==> src/rtl/tgl_hs_rx_if.sv <==
// Bundle for the toggle-handshake link and local valid/ready stream of tgl_hs_rx.
// slave = receiver view, master = sender/consumer view.
interface tgl_hs_rx_if #(
   parameter int DATA_W = 8,
   parameter int DEPTH  = 4
);
   localparam int CW = $clog2(DEPTH) + 1;

   logic              req_tgl;
   logic [DATA_W-1:0] req_data;
   logic              ack_tgl;
   logic              m_valid;
   logic              m_ready;
   logic [DATA_W-1:0] m_data;
   logic [CW-1:0]     count;
   logic              proto_err;

   modport slave (
      input  req_tgl, req_data, m_ready,
      output ack_tgl, m_valid, m_data, count, proto_err
   );

   modport master (
      output req_tgl, req_data, m_ready,
      input  ack_tgl, m_valid, m_data, count, proto_err
   );
endinterface

==> src/rtl/tgl_hs_rx.sv <==
// Two-phase toggle link receiver: captures each req_tgl flip into a FIFO, acks by toggle.
// Define TGL_HS_RX_SYNC_EN to add a two-flop synchronizer on req_tgl.
module tgl_hs_rx #(
   parameter int DATA_W = 8,
   parameter int DEPTH  = 4
) (
   input  logic       clk,
   input  logic       rst,
   tgl_hs_rx_if.slave bus
);
   localparam int PW = $clog2(DEPTH);
   localparam int CW = PW + 1;
   localparam logic [CW-1:0] FULL_C = CW'(DEPTH);

`ifdef TGL_HS_RX_SYNC_EN
   logic              sync1_q, sync1_d;
`endif
   logic              req_s_q, req_s_d;
   logic              req_prev_q, req_prev_d;
   logic              ack_q, ack_d;
   logic              m_valid_q, m_valid_d;
   logic [DATA_W-1:0] m_data_q, m_data_d;
   logic [CW-1:0]     count_q, count_d;
   logic              proto_err_q, proto_err_d;
   logic [PW-1:0]     wr_ptr_q, wr_ptr_d;
   logic [PW-1:0]     rd_ptr_q, rd_ptr_d;
   logic [DATA_W-1:0] mem_q [DEPTH];
   logic [DATA_W-1:0] mem_d [DEPTH];

   logic det, pop, space, capture;

   always_comb begin
`ifdef TGL_HS_RX_SYNC_EN
      sync1_d = bus.req_tgl;
      req_s_d = sync1_q;
`else
      req_s_d = bus.req_tgl;
`endif
      det     = req_s_q ^ req_prev_q;
      pop     = m_valid_q & bus.m_ready;
      // A full FIFO still has room when the head leaves at the same edge.
      space   = (count_q != FULL_C) | pop;
      capture = det & space;

      mem_d      = mem_q;
      wr_ptr_d   = wr_ptr_q;
      rd_ptr_d   = rd_ptr_q;
      req_prev_d = req_prev_q;
      ack_d      = ack_q;
      count_d    = count_q;

      if (capture) begin
         mem_d[wr_ptr_q] = bus.req_data;
         wr_ptr_d        = wr_ptr_q + PW'(1);
         req_prev_d      = req_s_q;
         ack_d           = ~ack_q;
      end
      if (pop) begin
         rd_ptr_d = rd_ptr_q + PW'(1);
      end
      case ({capture, pop})
         2'b10:   count_d = count_q + CW'(1);
         2'b01:   count_d = count_q - CW'(1);
         default: count_d = count_q;
      endcase

      // Stalled toggle undone by the sender before it could be captured.
      proto_err_d = proto_err_q | (det & ~space & (req_s_d == req_prev_q));

      m_valid_d = (count_d != '0);
      m_data_d  = m_data_q;
      if (count_d != '0) begin
         // Bypass the incoming word when it lands directly at the new head slot.
         if (capture && (wr_ptr_q == rd_ptr_d)) begin
            m_data_d = bus.req_data;
         end else begin
            m_data_d = mem_q[rd_ptr_d];
         end
      end
   end

   always_ff @(posedge clk) begin
      if (rst) begin
`ifdef TGL_HS_RX_SYNC_EN
         sync1_q     <= 1'b0;
`endif
         req_s_q     <= 1'b0;
         req_prev_q  <= 1'b0;
         ack_q       <= 1'b0;
         m_valid_q   <= 1'b0;
         m_data_q    <= '0;
         count_q     <= '0;
         proto_err_q <= 1'b0;
         wr_ptr_q    <= '0;
         rd_ptr_q    <= '0;
         mem_q       <= '{default: '0};
      end else begin
`ifdef TGL_HS_RX_SYNC_EN
         sync1_q     <= sync1_d;
`endif
         req_s_q     <= req_s_d;
         req_prev_q  <= req_prev_d;
         ack_q       <= ack_d;
         m_valid_q   <= m_valid_d;
         m_data_q    <= m_data_d;
         count_q     <= count_d;
         proto_err_q <= proto_err_d;
         wr_ptr_q    <= wr_ptr_d;
         rd_ptr_q    <= rd_ptr_d;
         mem_q       <= mem_d;
      end
   end

   assign bus.ack_tgl   = ack_q;
   assign bus.m_valid   = m_valid_q;
   assign bus.m_data    = m_data_q;
   assign bus.count     = count_q;
   assign bus.proto_err = proto_err_q;

endmodule

==> src/flat_wrapper.sv <==
// flat-port wrapper written by rule: the top's interface ports become plain ports
module tgl_hs_rx_flat 
#(
   parameter int DATA_W = 8,
   parameter int DEPTH  = 4
)
  (clk, rst, bus_req_tgl, bus_req_data, bus_m_ready, bus_ack_tgl, bus_m_valid, bus_m_data, bus_count, bus_proto_err);
  tgl_hs_rx_if #(.DATA_W(DATA_W), .DEPTH(DEPTH)) bus_i ();
  input  logic clk;
  input  logic rst;
  input wire logic [$bits(bus_i.req_tgl)-1:0] bus_req_tgl;
  input wire logic [$bits(bus_i.req_data)-1:0] bus_req_data;
  input wire logic [$bits(bus_i.m_ready)-1:0] bus_m_ready;
  output wire logic [$bits(bus_i.ack_tgl)-1:0] bus_ack_tgl;
  output wire logic [$bits(bus_i.m_valid)-1:0] bus_m_valid;
  output wire logic [$bits(bus_i.m_data)-1:0] bus_m_data;
  output wire logic [$bits(bus_i.count)-1:0] bus_count;
  output wire logic [$bits(bus_i.proto_err)-1:0] bus_proto_err;
  assign bus_i.req_tgl = bus_req_tgl;
  assign bus_i.req_data = bus_req_data;
  assign bus_i.m_ready = bus_m_ready;
  assign bus_ack_tgl = bus_i.ack_tgl;
  assign bus_m_valid = bus_i.m_valid;
  assign bus_m_data = bus_i.m_data;
  assign bus_count = bus_i.count;
  assign bus_proto_err = bus_i.proto_err;
  tgl_hs_rx #(.DATA_W(DATA_W), .DEPTH(DEPTH)) u_core (.clk(clk), .rst(rst), .bus(bus_i));
endmodule
==> config.mk <==
export PLATFORM = sky130hd
export DESIGN_NAME = tgl_hs_rx_flat
export DESIGN_NICKNAME = d
export VERILOG_FILES = /design/src/rtl/tgl_hs_rx_if.sv /design/src/rtl/tgl_hs_rx.sv /design/src/flat_wrapper.sv
export SDC_FILE = /design/constraint.sdc
export NUM_CORES = 1
export LEC_CHECK = 0
export CORE_ASPECT_RATIO = 1.75
export CORE_MARGIN = 5
export CORE_UTILIZATION = 55
export DETAILED_ROUTE_END_ITERATION = 12
export GPL_ROUTABILITY_DRIVEN = 1
export PLACE_DENSITY = 0.8
export SYNTH_ARGS = -nofsm -noshare
export SYNTH_HDL_FRONTEND = slang
export SYNTH_SLANG_ARGS = --single-unit
==> constraint.sdc <==
create_clock -name clk -period 3.55 [get_ports clk]
set_input_delay 0.71 -clock clk [delete_from_list [all_inputs] [get_ports clk]]
set_output_delay 0.71 -clock clk [all_outputs]
set_load 0.02 [all_outputs]
==> metrics.md, run 1 <==
| Metric | Value |
|---|---|
| Layout cell share with drive strength beyond 1 | `10.8%` |
| TritonRoute pass-1 iters | `4` |
| Fin nets | `312` |
| Final setup viols | `0` |
| Post-CTS Setup Repair Bufs | `0` |
| CTS tree | `built` |
| Rel. slew slack | `33.0%` |
| Critical path startpoint | `bus_m_ready` |
| CTS root buf | `clkbuf_8` |
| Initial drt markers | `120` |
| Post-synthesis register bit count | `52` |
| Commonest non-fill, non-tap cell in the layout | `nand2_1` |
| Clk buf depth | `2` |
| Die area | `5840 um2` |
| Synth warnings | `0` |
| Final Util | `66.5%` |
| Post-synthesis sequential area ratio | `43.4%` |
| Number of max-cap violations | `0` |
| Fin Clk Skew | `0.00683 ns` |
| Yosys top cell by area | `dfxtp_1` |
| Post-synth cell types | `36` |
| Simple-Gate Fraction of Synth Area | `18.6%` |
| Core area | `4190 um2` |
| Status | `complete, no violations` |
| Crit Path Class | `in2reg` |
| PwrDens | `581 nW/um2` |
| Adder-Cell Fraction of Synth Area | `2.92%` |
| Cells after Synth | `270` |
| Total Neg Setup Slack | `0 ns` |
| Via count | `1967` |
| VDD IR max | `0.474 mV` |
| Mapped Nets | `287` |
| Fmax | `320 MHz` |
| Synth Area in Compound Gates | `17.2%` |
| Tot GR Track Use | `20.0%` |
| Startpoint types | `input pin` |
| Post-synthesis mux area share | `11.4%` |
| Final period utilization | `88.0%` |
| Antenna diodes | `0` |
| Largest family of logic cells by synthesized area | `simple AND/OR/NAND/NOR gates` |
| First-pass GRT wire length | `8.86 mm` |
| Wirelength per Cell | `15.6 um` |
| Filler cell count | `346` |
| Hold WC Path Type | `reg2reg` |
| Total grt overflow | `0` |
| XOR/XNOR Fraction of Synth Area | `2.92%` |
| Crit-path max FO | `9` |
| DRC | `0` |
| Pin count of the biggest net entering global routing | `53` |
| Crit path cell chain | `clkdlybuf4s50_1 -> and2_0 -> nand2_1 -> fa_1 -> or4_1 -> a211o_1 -> and3_4 -> nor2b_1` |
| Critical path arrival | `3.29 ns` |
| P&R area growth vs syn | `16.2%` |
| IO Port Bufs | `25` |
| Leakage | `1.01 nW` |
| Most frequent cells in the layout | `71 x nand2_1, 52 x dfxtp_1, 36 x a21oi_1, 24 x clkdlybuf4s50_1, 15 x nor2_1` |
| H-tree Lvls | `2` |
| Cts repair resizes | `0` |
| Hold_sp | `u_core.mem_q[16]$_SDFFE_PP0P_` |
| Worst-Skew Late Latency | `0.32 ns` |
| Clock period minus worst slack | `3.12 ns` |
| Min Hold Slack | `0.454 ns` |
| Worst endpoint required time | `3.72 ns` |
| Vias in the first global route | `1904` |
| Worst R2R Start | `u_core.req_prev_q$_SDFFE_PP0P_` |
| Starting density of the core | `57.3%` |
| Slew at the pin closest to its max-slew limit | `1.01 ns` |
| Cell Rows | `31` |
| Clock transition at path regs | `0.10 ns` |
| Fin cells | `345` |
| IO Pins | `26` |
| Antenna violations before repair | `0` |
| Final hold vios | `0` |
| Top-area cell type share of the netlist area | `43.4%` |
| Syn avg cell area | `8.89 um2` |
| Post-route ant nets | `0` |
| Critical Path Max Stage Delay | `0.56 ns` |
| Crit end category | `flop` |
| CP max stage cell | `or4_1` |
| Placed cell count | `337` |
| Synth area leaders | `dfxtp_1 43%, nand2_1 11%, a21oi_1 7.5%, mux4_2 6.6%, a211oi_2 4.2%` |
| Area after DPL | `2690 um2` |
| Via density | `5.70` |
| Final Instance Area | `2790 um2` |
| Routability cong. | `0.795` |
| Post-DP HPWL | `3.65 mm` |
| Max-slew violation count | `0` |
| Clk sinks | `52` |
| Mapped Area | `2400 um2` |
| DRT Wirelength | `5.40 mm` |
| Hold-fix buffers at CTS | `0` |
| RSZ-0062 raised after global routing | `false` |
| Inserted Clock Buffers | `5` |
| Die W | `59.9 um` |
| Vert. Die Dim | `97.4 um` |
==> cell usage after synthesis (all sizes together) <==
| cell type | n |
|---|---|
| xor2 | 3 |
| xnor2 | 5 |
| nor2b | 2 |
| dfxtp | 52 |
| nand3 | 4 |
| and2 | 5 |
| inv | 5 |
| and3b | 1 |
| and3 | 2 |
| a31oi | 9 |
| or3 | 1 |
| a21boi | 1 |
| nand2b | 1 |
| a211oi | 9 |
| clkbuf | 11 |
| mux2i | 9 |
| fa | 1 |
| a211o | 2 |
| mux4 | 8 |
| a311oi | 1 |
| nor2 | 15 |
| ha | 4 |
| nor3 | 1 |
| nand2 | 71 |
| buf | 3 |
| a21oi | 36 |
| or4 | 1 |
| a221o | 1 |
| o21ai | 5 |
| nand3b | 1 |
==> layout make-up <==
| type | count | area [um2] | area share, % |
|---|---|---|---|
| Clock inverter | 2 | 13.8 | 0.494 |
| Sequential cell | 52 | 1040 | 37.3 |
| Inverter | 5 | 18.8 | 0.673 |
| Clock buffer | 6 | 82.6 | 2.96 |
| Timing Repair Buffer | 32 | 298 | 10.7 |
| Multi-Input combinational cell | 199 | 1270 | 45.6 |
| Tap cell | 49 | 61.3 | 2.20 |
==> critical path: cells and delay by family <==
family	cells	cell delay (ns)
adders and majority gates	1	0.45
buffers and inverters	1	0.48
and+or+nand+nor	5	1.21
AOI/OAI and AO/OA	1	0.44
==> cells by family (layout without fill, tap and decap cells) <==
logic type,count (synthesis),in the layout
fa+ha+maj,5,5
xor+xnor,8,8
buf+inv,19,45
simple gates,105,105
mux,17,17
compound gates,64,64
flops,52,52
==> through the flow <==
stage / setup slack, ns / power, mW
2_1_floorplan: 0.604 / 1.09
3_3_place_gp: 0.143 / 1.26
3_5_place_dp: 0.113 / 1.27
4_1_cts: 0.441 / 1.62
5_1_grt: 0.280 / 1.70
6_report: 0.426 / 1.62
==> registers in the layout (all words and copies together), names as in the netlist <==
| register | cells |
|---|---|
| u_core.mem_q | 32 |
| u_core.bus.m_data | 8 |
| u_core.bus.count | 3 |
| u_core.rd_ptr_q | 2 |
| u_core.wr_ptr_q | 2 |
| u_core.bus.ack_tgl | 1 |
| u_core.bus.m_valid | 1 |
| u_core.bus.proto_err | 1 |
| u_core.req_prev_q | 1 |
| u_core.req_s_q | 1 |
==> metal layers <==
layer,vias up,part of all wire (%),track usage (%)
met4,0,3.1,11.9
met5,-,0,0
met2,49,52,32.3
li1,981,-,-
met1,924,41,23.0
met3,13,4.4,4.12
==> power breakdown <==
part           switching, mW  leakage [nW]  internal (mW)
clock network          0.200        0.0516          0.160
registers             0.0513         0.424          0.653
logic                  0.303         0.539          0.253
total                  0.554          1.01           1.07
==> worst paths after layout <==
check             slack, ns                             to  cells after the start
setup / recovery       0.43  u_core.bus.m_valid$_SDFF_PP0_                      8
hold / removal         0.45  u_core.mem_q[16]$_SDFFE_PP0P_                      2
setup reg to reg       0.60  u_core.bus.m_valid$_SDFF_PP0_                      7
hold reg to reg        0.45  u_core.mem_q[16]$_SDFFE_PP0P_                      2
Power figures use the tool's default switching activity.
==> run 2, diff against run 1 <==
--- a/config.mk
+++ b/config.mk
@@ -5,11 +5,14 @@
 export SDC_FILE = /design/constraint.sdc
 export NUM_CORES = 1
 export LEC_CHECK = 0
-export CORE_ASPECT_RATIO = 1.75
+export CELL_PAD_IN_SITES_DETAIL_PLACEMENT = 2
+export CELL_PAD_IN_SITES_GLOBAL_PLACEMENT = 2
+export CORE_ASPECT_RATIO = 1.5
 export CORE_MARGIN = 5
-export CORE_UTILIZATION = 55
+export CORE_UTILIZATION = 34
 export DETAILED_ROUTE_END_ITERATION = 12
 export GPL_ROUTABILITY_DRIVEN = 1
+export MAX_ROUTING_LAYER = met4
 export PLACE_DENSITY = 0.8
 export SYNTH_ARGS = -nofsm -noshare
 export SYNTH_HDL_FRONTEND = slang
==> run 2 against run 1 <==
Setup slack lost 0.057 ns. Fmax decreased by 1.8%. Worst hold slack improved by 0.0067 ns. Non-clock buffer count shrank 1. Total power grew 3.5%. First-iteration DRC count shrank 67%. Utilization decreased by 25 points. Clock power grew 9.2%. Sequential share of layout area shrank 0.40 points. Via count is 3.0% higher. Count of clock-buffer cells in the layout is 1 lower.
==> metrics.md, run 2 (same netlist as run 1, synthesis figures left out) <==
| Metric | Value |
|---|---|
| Hold worst-path end | `u_core.mem_q[11]$_SDFFE_PP0P_` |
| Crit path buf inv count | `1 (unchanged)` |
| Startpoint types | `input pin` |
| IO Pins | `26 (unchanged)` |
| Hold path depth | `2 (unchanged)` |
| Total power draw | `1.68 mW (+3.5%)` |
| Initial drt markers | `40 (-67%)` |
| Clock period minus worst slack | `3.18 ns (+0.0574 ns)` |
| Min Hold Slack | `0.461 ns (+0.00673 ns)` |
| Clock transition at path regs | `0.11 ns (about the same)` |
| Total Neg Setup Slack | `0 ns (unchanged)` |
| Worst endpoint required time | `3.74 ns (+0.02 ns)` |
| Worst R2R Start | `u_core.req_prev_q$_SDFFE_PP0P_` |
| Pin count of the biggest net entering global routing | `53 (unchanged)` |
| TritonRoute pass-1 iters | `4 (unchanged)` |
| Routability cong. | `0.850 (+7.0%)` |
| Final setup viols | `0 (unchanged)` |
| P&R area growth vs syn | `17.4%` |
| Die W | `78.6 um (+31%)` |
| Total grt overflow | `0 (unchanged)` |
| Status | `complete, no violations` |
| Commonest non-fill, non-tap cell in the layout | `nand2_1` |
| Worst-Skew Late Latency | `0.34 ns (+0.02 ns)` |
| Cell Rows | `37 (+19%)` |
| DRC | `0 (unchanged)` |
| Layout cell share with drive strength beyond 1 | `10.5% (-0.30 points)` |
| Family with the most delay on the worst path | `simple AND/OR/NAND/NOR gates` |
| IO Port Bufs | `25 (unchanged)` |
| Die area | `8870 um2 (+52%)` |
| Crit-path max FO | `9 (unchanged)` |
| Slew at the pin closest to its max-slew limit | `1.07 ns (+0.0668 ns)` |
| Tot GR Track Use | `17.5% (-2.4 points)` |
| Worst R2R Setup Slack | `0.47 ns (-0.13 ns)` |
| CTS tree | `built` |
| Critical Path Max Stage Delay | `0.58 ns (+0.02 ns)` |
| Cts repair resizes | `0 (unchanged)` |
| Vias in the first global route | `2289 (+20%)` |
| First-pass GRT wire length | `11.6 mm (+31%)` |
| Hold WC Path Type | `reg2reg` |
| Crit end category | `flop` |
| Hold-fix buffers at CTS | `0 (unchanged)` |
| Crit Reg-Reg Endpoint | `u_core.bus.m_valid$_SDFF_PP0_` |
| Crit Path Class | `in2reg` |
| Crit path cell chain | `clkdlybuf4s50_1 -> and2_0 -> nand2_1 -> fa_1 -> or4_1 -> a211o_1 -> and3_4 -> nor2b_1` |
| Rel. slew slack | `28.5% (-4.5 points)` |
| Post-CTS Setup Repair Bufs | `0 (unchanged)` |
| PwrDens | `595 nW/um2 (+2.4%)` |
| Antenna diodes | `0 (unchanged)` |
| Via density | `5.43 (-4.7%)` |
| Max FFs per register | `32 (unchanged)` |
| Number of max-cap violations | `0 (unchanged)` |
| Leakage | `1.01 nW (-0.46%)` |
| Critical path arrival | `3.37 ns (+0.08 ns)` |
| Antenna violations before repair | `0 (unchanged)` |
| H-tree Lvls | `2 (unchanged)` |
| Post-DP HPWL | `4.89 mm (+34%)` |
| Post-route ant nets | `0 (unchanged)` |
| DRT Wirelength | `7.07 mm (+31%)` |
| Final hold vios | `0 (unchanged)` |
| Fin Clk Skew | `0.0140 ns (+0.00714 ns)` |
| Core area | `6850 um2 (+64%)` |
| Hold_sp | `u_core.mem_q[11]$_SDFFE_PP0P_` |
| CTS root buf | `clkbuf_8` |
| Fmax | `314 MHz (-1.8%)` |
| Most frequent cells in the layout | `71 x nand2_1, 52 x dfxtp_1, 36 x a21oi_1, 24 x clkdlybuf4s50_1, 15 x nor2_1` |
| Fin nets | `311 (-0.32%)` |
| Via count | `2026 (+3.0%)` |
| VDD IR max | `0.184 mV (-61%)` |
| CP max stage cell | `or4_1` |
| Final period utilization | `89.6% (+1.6 points)` |
| RSZ-0062 raised after global routing | `false` |
| Reg with most FFs | `u_core.mem_q` |
| Inserted Clock Buffers | `5 (unchanged)` |
| Wirelength per Cell | `19.0 um (+21%)` |
| Vert. Die Dim | `113 um (+16%)` |
| Clk sinks | `52 (unchanged)` |
| Clk buf depth | `2 (unchanged)` |
| R2r worst-path depth | `7 (unchanged)` |
| Starting density of the core | `35.0% (-22 points)` |
| Max-slew violation count | `0 (unchanged)` |
## run 2: cell types whose count changed in the layout (fill, tap and decap cells not counted), sizes merged
cell    delta
buf        -1
clkbuf     -1
clkinv     -1
inv        +2
## run 2: final cells by class
| class | instances | area [um2] |
|---|---|---|
| Fill cell | 786 | 4030 |
| Multi-Input combinational cell | 199 | 1270 |
| Sequential cell | 52 | 1040 |
| Timing Repair Buffer | 31 | 290 |
| Tap cell | 78 | 97.6 |
| Clock buffer | 5 | 68.8 |
| Clock inverter | 3 | 28.8 |
| Inverter | 5 | 18.8 |
## run 2: worst reg2reg max path: stages (launching register included)
cell	delay (ns)
dfxtp_1	0.37
xnor2_1	0.46
nand2_1	0.17
fa_1	0.47
or4_1	0.58
a211o_1	0.46
and3_4	0.29
nor2b_1	0.14
## run 2: stage by stage
stage	utilization, %	instance area, um2	worst slack (ns)	instances
after floorplan	-	2400	0.604	270
after global placement	39.7	2720	0.120	365
after detailed placement	39.7	2720	0.0267	365
after CTS	41.1	2820	0.354	373
after global routing	41.1	2820	0.226	373
final	41.1	2820	0.369	373
## run 2: power breakdown
part	leakage (nW)	switching, mW	internal (mW)	total (mW)
sequential	0.424	0.0584	0.653	0.711
combinational	0.535	0.320	0.254	0.574
clock	0.0511	0.242	0.150	0.392
total	1.01	0.620	1.06	1.68
## run 2: worst max path at each step
stage           startpoint  cells past startpoint                                end
2_1_floorplan  bus_m_ready                      9      u_core.bus.m_valid$_SDFF_PP0_
3_3_place_gp   bus_m_ready                      8      u_core.bus.m_valid$_SDFF_PP0_
3_5_place_dp   bus_m_ready                      8      u_core.bus.m_valid$_SDFF_PP0_
4_1_cts        bus_m_ready                      8  u_core.bus.m_data[4]$_SDFFE_PP0P_
5_1_grt        bus_m_ready                      8  u_core.bus.m_data[4]$_SDFFE_PP0P_
6_report       bus_m_ready                      8      u_core.bus.m_valid$_SDFF_PP0_
## run 2: per-layer routing
metal | share of wire [%] | vias up | global-route usage [%]
met5 | 0 | - | -
met4 | 1.3 | 0 | 5.37
met2 | 56 | 27 | 34.1
met3 | 3.0 | 5 | 3.34
met1 | 40 | 1019 | 17.0
li1 | - | 975 | -
